[config.mk]
export PLATFORM = sky130hd
export DESIGN_NAME = cpu_dram_timing_gen
export DESIGN_NICKNAME = d
export VERILOG_FILES = /design/src/rtl/cpu_dram_timing_gen.sv
export SDC_FILE = /design/constraint.sdc
export NUM_CORES = 1
export LEC_CHECK = 0
export CORE_MARGIN = 4
export CORE_UTILIZATION = 50
export DETAILED_ROUTE_END_ITERATION = 10
export DONT_BUFFER_PORTS = 1
export PLACE_DENSITY = 0.74
export SLEW_MARGIN = 15
export SYNTH_ARGS = -nofsm -noshare
export SYNTH_HDL_FRONTEND = slang
export SYNTH_SLANG_ARGS = --single-unit
[constraint.sdc]
create_clock -name PIN_H16 -period 3.2 [get_ports PIN_H16]
set_clock_uncertainty 0.2 [all_clocks]
set_input_delay 0.64 -clock PIN_H16 [delete_from_list [all_inputs] [get_ports PIN_H16]]
set_output_delay 0.64 -clock PIN_H16 [all_outputs]
set_load 0.005 [all_outputs]
[src/rtl/cpu_dram_timing_gen.sv]
// 6809E E/Q clock generator and DRAM slot sequencer (video / CPU / RAS-only refresh).
// Latency: every output is registered and tracks the phase counter in the same cycle.
// Backpressure: PIN_SYCL freezes the phase at 0 from the end of an E cycle until it drops.
module cpu_dram_timing_gen #(
    parameter int DIV           = 16,
    parameter int REFRESH_EVERY = 64,
    parameter int ROW_W         = 7,
    parameter int VIDEO_EN      = 1
) (
    input  logic             PIN_H16,
    input  logic             PIN_58,
    input  logic             PIN_SYCL,
    input  logic             CPU_SEL,
    input  logic             PIN_RW,
    output logic             E,
    output logic             nE,
    output logic             Q,
    output logic             PIN_nRAS,
    output logic             PIN_nCAS,
    output logic             PIN_MUX,
    output logic             PIN_nWE,
    output logic [1:0]       SLOT,
    output logic [ROW_W-1:0] REF_ROW
);

    localparam int H     = DIV / 2;
    localparam int PH_W  = $clog2(DIV);
    localparam int CNT_W = $clog2(REFRESH_EVERY);

    localparam logic [PH_W-1:0]  PH_LAST  = PH_W'(DIV - 1);
    localparam logic [PH_W-1:0]  PH_MID   = PH_W'(H - 1);
    localparam logic [PH_W-1:0]  PH_HALF  = PH_W'(H);
    localparam logic [PH_W-1:0]  PH_Q_ON  = PH_W'(DIV / 4);
    localparam logic [PH_W-1:0]  PH_Q_OFF = PH_W'(3 * DIV / 4);
    localparam logic [PH_W-1:0]  PH_ONE   = PH_W'(1);
    localparam logic [PH_W-1:0]  PH_TWO   = PH_W'(2);
    localparam logic [PH_W-1:0]  PH_THREE = PH_W'(3);
    localparam logic [CNT_W-1:0] CNT_LAST = CNT_W'(REFRESH_EVERY - 1);

    typedef enum logic [1:0] {
        SLOT_IDLE  = 2'b00,
        SLOT_VIDEO = 2'b01,
        SLOT_CPU   = 2'b10,
        SLOT_REF   = 2'b11
    } slot_t;

    logic [PH_W-1:0]  ph, ph_nxt;
    logic             frozen, frozen_nxt;
    logic [CNT_W-1:0] cyc_cnt, cyc_cnt_nxt;
    logic             ref_pending, ref_pending_nxt;
    logic [ROW_W-1:0] ref_row_nxt;
    slot_t            slot_q, slot_nxt;
    logic             rw_q, rw_nxt;
    logic [PH_W-1:0]  off_nxt;
    logic             active_nxt;

    always_comb begin
        ph_nxt          = ph;
        frozen_nxt      = frozen;
        cyc_cnt_nxt     = cyc_cnt;
        ref_pending_nxt = ref_pending;
        ref_row_nxt     = REF_ROW;
        slot_nxt        = slot_q;
        rw_nxt          = rw_q;

        if (frozen) begin
            // Release steps straight to ph 1; the low half stays idle because its o==0 edge was spent frozen.
            if (!PIN_SYCL) begin
                frozen_nxt = 1'b0;
                ph_nxt     = PH_ONE;
            end
        end else if (ph == PH_LAST) begin
            ph_nxt     = '0;
            frozen_nxt = PIN_SYCL;
            if (cyc_cnt == CNT_LAST) begin
                cyc_cnt_nxt     = '0;
                ref_pending_nxt = 1'b1;
            end else begin
                cyc_cnt_nxt = cyc_cnt + CNT_W'(1);
            end
            if (PIN_SYCL) begin
                slot_nxt = SLOT_IDLE;
            end else if (ref_pending_nxt) begin
                slot_nxt = SLOT_REF;
            end else if (VIDEO_EN != 0) begin
                slot_nxt = SLOT_VIDEO;
            end else begin
                slot_nxt = SLOT_IDLE;
            end
        end else if (ph == PH_MID) begin
            if (slot_q == SLOT_REF) begin
                ref_row_nxt     = REF_ROW + ROW_W'(1);
                ref_pending_nxt = 1'b0;
            end
            ph_nxt   = ph + PH_ONE;
            slot_nxt = CPU_SEL ? SLOT_CPU : SLOT_IDLE;
            rw_nxt   = PIN_RW;
        end else begin
            ph_nxt = ph + PH_ONE;
        end

        off_nxt    = (ph_nxt >= PH_HALF) ? (ph_nxt - PH_HALF) : ph_nxt;
        active_nxt = (slot_nxt != SLOT_IDLE);
    end

    always_ff @(posedge PIN_H16 or negedge PIN_58) begin
        if (!PIN_58) begin
            ph          <= '0;
            frozen      <= 1'b0;
            cyc_cnt     <= '0;
            ref_pending <= 1'b0;
            REF_ROW     <= '0;
            slot_q      <= SLOT_IDLE;
            rw_q        <= 1'b1;
            E           <= 1'b0;
            nE          <= 1'b1;
            Q           <= 1'b0;
            PIN_nRAS    <= 1'b1;
            PIN_nCAS    <= 1'b1;
            PIN_MUX     <= 1'b0;
            PIN_nWE     <= 1'b1;
        end else begin
            ph          <= ph_nxt;
            frozen      <= frozen_nxt;
            cyc_cnt     <= cyc_cnt_nxt;
            ref_pending <= ref_pending_nxt;
            REF_ROW     <= ref_row_nxt;
            slot_q      <= slot_nxt;
            rw_q        <= rw_nxt;
            E           <= (ph_nxt >= PH_HALF);
            nE          <= ~(ph_nxt >= PH_HALF);
            Q           <= (ph_nxt >= PH_Q_ON) && (ph_nxt < PH_Q_OFF);
            // Strobes are a pure function of slot and offset, so o==0 is always inactive.
            PIN_nRAS    <= ~(active_nxt && (off_nxt >= PH_ONE));
            PIN_MUX     <= active_nxt && (off_nxt >= PH_TWO);
            PIN_nCAS    <= ~(active_nxt && (slot_nxt != SLOT_REF) && (off_nxt >= PH_THREE));
            PIN_nWE     <= ~((slot_nxt == SLOT_CPU) && !rw_nxt && (off_nxt >= PH_TWO));
        end
    end

    assign SLOT = slot_q;

endmodule

# Yosys cells after proc, flatten, opt, wreduce, memory -nomap -nowiden
# Cells that the tools add are included.
op_classes:
  n_addsub: 4
  n_lt_le_gt_ge: 6
  n_eq_ne: 6
  mux: 23
  bitwise: 6
  reduce_logical: 14
ops:
  columns: ["cell", "n"]
  rows:
  - ["$mux W4", 4]
  - ["$mux W1", 12]
  - ["$mux W2", 6]
  - ["$ge A4 B2 Y1 const B", 2]
  - ["$add A7 B1 Y7 const B", 1]
  - ["$logic_and A1 B1 Y1", 7]
  - ["$add A6 B1 Y6 const B", 1]
  - ["$eq A6 B6 Y1 const B", 1]
  - ["$mux W6", 1]
  - ["$not A1 Y1", 6]
  - ["$reduce_bool A2 Y1", 3]
  - ["$add A4 B1 Y4 const B", 1]
  - ["$eq A2 B2 Y1 const B", 2]
  - ["$eq A4 B3 Y1 const B", 1]
  - ["$eq A4 B4 Y1 const B", 1]
  - ["$ge A4 B1 Y1 const B", 1]
  - ["$ge A4 B3 Y1 const B", 1]
  - ["$ge A4 B4 Y1 const B", 1]
  - ["$lt A4 B4 Y1 const B", 1]
  - ["$reduce_and A4 Y1", 1]
  - ["$sub A4 B4 Y4 const B", 1]
  - ["$reduce_and A3 Y1", 1]
  - ["$ne A2 B2 Y1 const B", 1]
  - ["$reduce_and A2 Y1", 1]
  - ["$logic_not A1 Y1", 1]
totals:
  ff_bits: 29
  input_bits: 5
  out_inout_bits: 16
  word_cells: 73

# Depth between registers and ports, before layout
logic_depth:
  word_depth: 12
  mapped_depth: 8
  depth_no_buf: 7

# Worst setup path before layout
# OpenSTA, ideal clock, no wires.
synth_timing:
  path_type: "register -> register"
  from: "register ph[0]"
  to: "register PIN_nWE"
  setup_time_ns: 0.094
  arrival_time_ns: 1.935
  required_ns: 2.906
  slack_ns: 0.970
  stages_incl_launch_ff: 7
  n_path_buf: 1
  synth_period_minus_slack_ns: 2.230
  path_cell_list: "dfrtp_1 ha_1 and4b_1 clkbuf_1 a211oi_1 ha_1 or4b_1"
synth_via:
  elab_chain_len: 8
  word_cells_on_any_way: 21
  classes_between: "add/sub (2); order compare (2); eq/ne (3); mux (10); bitwise (1); reduce/logical (3)"
synth_lines:
  columns: ["element", "line_no", "source"]
  rows:
  - ["start: declaration", "47", "logic [PH_W-1:0] ph, ph_nxt;"]
  - ["start signal: assignment", "123", "ph <= ph_nxt;"]
  - ["$eq A4 B3 Y1", "90", "end else if (ph == PH_MID) begin"]
  - ["$mux W2", "90", null]
  - ["$mux W2 *", "72", "end else if (ph == PH_LAST) begin"]
  - ["$mux W2 *", "66", "if (frozen) begin"]
  - ["net slot_nxt[1]", "52", "slot_t slot_q, slot_nxt;"]
  - ["$eq A2 B2 Y1 *", "137", "PIN_nWE <= ~((slot_nxt == SLOT_CPU) && !rw_nxt && (off_nxt >= PH_TWO));"]
  - ["$logic_and A1 B1 Y1 * (2 in a row)", "137", null]
  - ["$not A1 Y1 *", "137", null]
  - ["end signal: assignment", "137", null]
  - ["end: declaration", "21", "output logic PIN_nWE,"]
# The timed path passes the listed nets; every way through them passes the cells marked *.
# A chain may end at the register's enable or synchronous reset.

# Worst setup path in the final report
# Same ends and word-level chain as after synthesis.

==> metrics.md <==
| Metric | Value |
|---|---|
| Status | completed |
| Slew margin rel. | 69.2% |
| Area share of the largest cell type after synthesis | 41.5% |
| Worst path most repeated cell | ha_1 |
| Reg-to-reg endpoint | PIN_nWE$_DFF_PN1_ |
| Arr. time, crit path | 2.41 ns |
| Post-DR wirelength/cell | between 15 and 20 um |
| Clock sink count | 29 |
| Final core utilization | 56.9% |
| Number of global-route vias before repair | 945 |
| Longest individual stage delay on the worst path | 0.44 ns |
| Cell-internal power | ~0.00089 W |
| DR vias/cell | 5.82 |
| Post-synthesis cell area | 1450 um^2 |
| Global-route wire length before repair | 4160 um |
| Port Buffers | 0 |
| Minimum clock period | 2.36 ns |
| Grt ovf | 0 |
| Clock root cell | clkbuf_4 |
| CP Data Required Time | 3.25 ns |
| Cell with the largest stage delay on the worst path | dfrtp_1 |
| Hold depth | 1 |
| Dominant synthesized flop cell | dfrtp_1 |
| Syn_area_per_cell | 10.6 um^2 |
| Setup violators final | 0 |
| Critical path launch point type | flip-flop |
| Total inserted antenna cells | 0 |
| Number of buffers inserted by post-CTS setup repair | 0 |
| Number of vias after detailed routing | 1001 |
| Reported net switching power | 0.000496 W |
| Proportion of register bits with asynchronous set or reset after synthesis | 100% |
| CTS tree | yes |
| Endpoint type of the worst setup path | flip-flop |
| Most common cell in the synthesized netlist | dfrtp_1 |
| Hold path startpoint | PIN_SYCL |
| CORE AREA | roughly 2800 um^2 |
| Cell Chain, Critical Path | ha_1 > and4b_1 > a211oi_1 > ha_1 > or4b_1 |
| Core Rows | 19 |
| Remaining number of nets flagged by the antenna check after routing | 0 |
| Number of synthesized flops with an enable pin | 0 |
| Reg2Reg Setup Slack | between 0.8 and 0.9 ns |
| Number of maximum-capacitance violations | 0 |
| DRC violation total after the first TritonRoute iteration | 58 |
| Synthesis warning total | 0 |
| Post-detailed-placement half-perimeter wirelength | between 1500 and 2000 um |
| RSZ-0062 raised after global routing | false |
| Largest driver fanout on the critical path | 9 |
| Worst hold-check path type | in -> reg |
| Final Routed Wirelength | 2630 um |
| Initial cell density of the core | a little over half |
| Final critical-path share of the clock period | around three quarters |
| Die Outline Area | 3820 um^2 |
| Portion of total power attributed to the clock network | ~22% |
| Switching power as a share of total power | 35.7% |
| Post-synth net total | roughly 150 |
| Layout cell share with drive strength beyond 1 | 12.1% |
| Number of iterations in the first detailed-routing pass | 4 |
| Critical R2R Launch | ph[0]$_DFF_PN0_ |
| I/O pin count | 21 |
| Crit Path Category | reg -> reg |
| Number of antenna violations at the first check in global routing | 0 |
| Synthesized netlist cell count | around 140 |
| Depth of the worst register-to-register path | 5 |
| CTS clk-pin slew, worst paths | 0.09 ns |
| Worst-skew pair later-pin latency | roughly 0.32 ns |
| Pwr Density | 887 nW/um^2 |
| Net total in the final layout | ~150 |
| Register bit count reported by yosys | 29 |
| Clock buffers created by TritonCTS | 5 |
| Max-slew violation count | 0 |
| Sequential-to-total area share from yosys stat | 50.6% |
| Worst-case vdd ir drop | 607 uV |
| Transition time of the tightest slew-check pin | 0.463 ns |
| Horiz. Die Dim | 61.8 um |
| Share of power burned in combinational logic | 32.5% |
| Fmax | between 400 and 500 MHz |
| Power share of the sequential group | 45.1% |
| Area contributors post-synth | dfrtp_1 (42%), dfstp_2 (9.1%), ha_1 (5.2%) |
| Cts-stage hold buffer count | 2 |
| Die height | 61.8 um |
| Final hold violation count | 0 |
| Post-route DRC | 0 |
| Quantity of gates resized following cts | 0 |
| Global-route usage over all layers | 15.2% |
| Dominant cell type by area after synthesis | dfrtp_1 |
| H-tree Lvls | 2 |
| Synthesis-to-finish area growth | 8.39% |
| Hold Path Sink | SLOT[1]$_DFF_PN0_ |
| Leakage | 0.698 nW |
| Number of distinct library cell variants in the gate-level netlist after synthesis | 46 |
| Synth cell count leaders | dfrtp_1 (24), nand2_1 (12) |
| Placer congestion estimate | between 0.8 and 0.9 |
| CTS Buffer Depth | 2 |
| Final TNS setup | 0 ns |
| Pin count of the biggest net entering global routing | 30 |
[worst max path at each step]
stage               startpoint                end  slack [ns]
4_1_cts        ph[0]$_DFF_PN0_  PIN_nWE$_DFF_PN1_        0.83
3_5_place_dp   ph[0]$_DFF_PN0_  PIN_nWE$_DFF_PN1_        0.86
2_1_floorplan  ph[0]$_DFF_PN0_  PIN_nWE$_DFF_PN1_        0.97
5_1_grt        ph[1]$_DFF_PN0_  PIN_nWE$_DFF_PN1_        0.71
6_report       ph[0]$_DFF_PN0_  PIN_nWE$_DFF_PN1_        0.84
3_3_place_gp   ph[0]$_DFF_PN0_  PIN_nWE$_DFF_PN1_        0.93
[cells in the final DEF, fill, tap and decap left out, types with 5 or more instances in the layout]
cell type,instances
dfstp_2,5
inv_1,6
dfrtp_1,24
nor2_1,6
o21ai_0,6
nand2_1,12
nand2b_1,6
xnor2_1,5
nand3_1,6
clkbuf_4,5
ha_1,6
[metal layers]
layer,share of wire (%),track usage (%),vias up
met5,0,0,-
met4,1.3,6.36,0
met3,4.9,6.20,4
met2,47,22.7,19
met1,47,19.3,484
li1,-,-,494
[area by class of cell]
type / count / area [um^2]
Fill cell: 231 / 1190
Sequential cell: 29 / 732
Multi-Input combinational cell: 96 / 659
Clock buffer: 7 / 55.1
Tap cell: 31 / 38.8
Clock inverter: 1 / 30.0
Timing Repair Buffer: 2 / 30.0
Inverter: 6 / 22.5
[metrics by stage]
| step | hold WS (ns) | power [W] | setup slack [ns] | cell area, um^2 | std cells |
|---|---|---|---|---|---|
| finish | 0.226 | 0.00139 | 0.840 | 1570 | 172 |
| global route | 0.209 | 0.00150 | 0.706 | 1570 | 172 |
| CTS | 0.216 | 0.00140 | 0.831 | 1570 | 172 |
| detailed placement | 0.145 | 0.00107 | 0.860 | 1450 | 162 |
| global placement | 0.145 | 0.00105 | 0.934 | 1450 | 162 |
| floorplan | 0.144 | 0.000970 | 0.970 | 1450 | 137 |
[registers in the layout, summed over array words and instances, names as in the netlist]
register,count
E,1
PIN_MUX,1
PIN_nCAS,1
PIN_nRAS,1
PIN_nWE,1
Q,1
REF_ROW,7
SLOT,2
cyc_cnt,6
frozen,1
nE,1
ph,4
ref_pending,1
rw_q,1
[power groups by stage]
stage / logic [W] / registers, W / clock network (W)
after floorplan: 0.000381 / 0.000589 / 0
after global placement: 0.000419 / 0.000630 / 0
after detailed placement: 0.000434 / 0.000634 / 0
after CTS: 0.000451 / 0.000628 / 0.000319
after global routing: 0.000517 / 0.000647 / 0.000337
final: 0.000453 / 0.000627 / 0.000311
[cell families after synthesis]
family	synth area share, %
buffers and inverters	3.81
AND/OR/NAND/NOR	21.5
adder cells (fa/ha/maj)	5.19
multiplexers	2.51
flip-flops	50.6
XOR/XNOR	4.84
AO/OA/AOI/OAI	11.5
[worst max-delay path: cells and delay by family (launching register included)]
family / cells / cell delay (ns)
compound gates: 1 / 0.34
fa+ha+maj: 2 / 0.52
flops: 1 / 0.44
simple gates: 2 / 0.78
No activity file was read; power rests on OpenSTA's default activity.
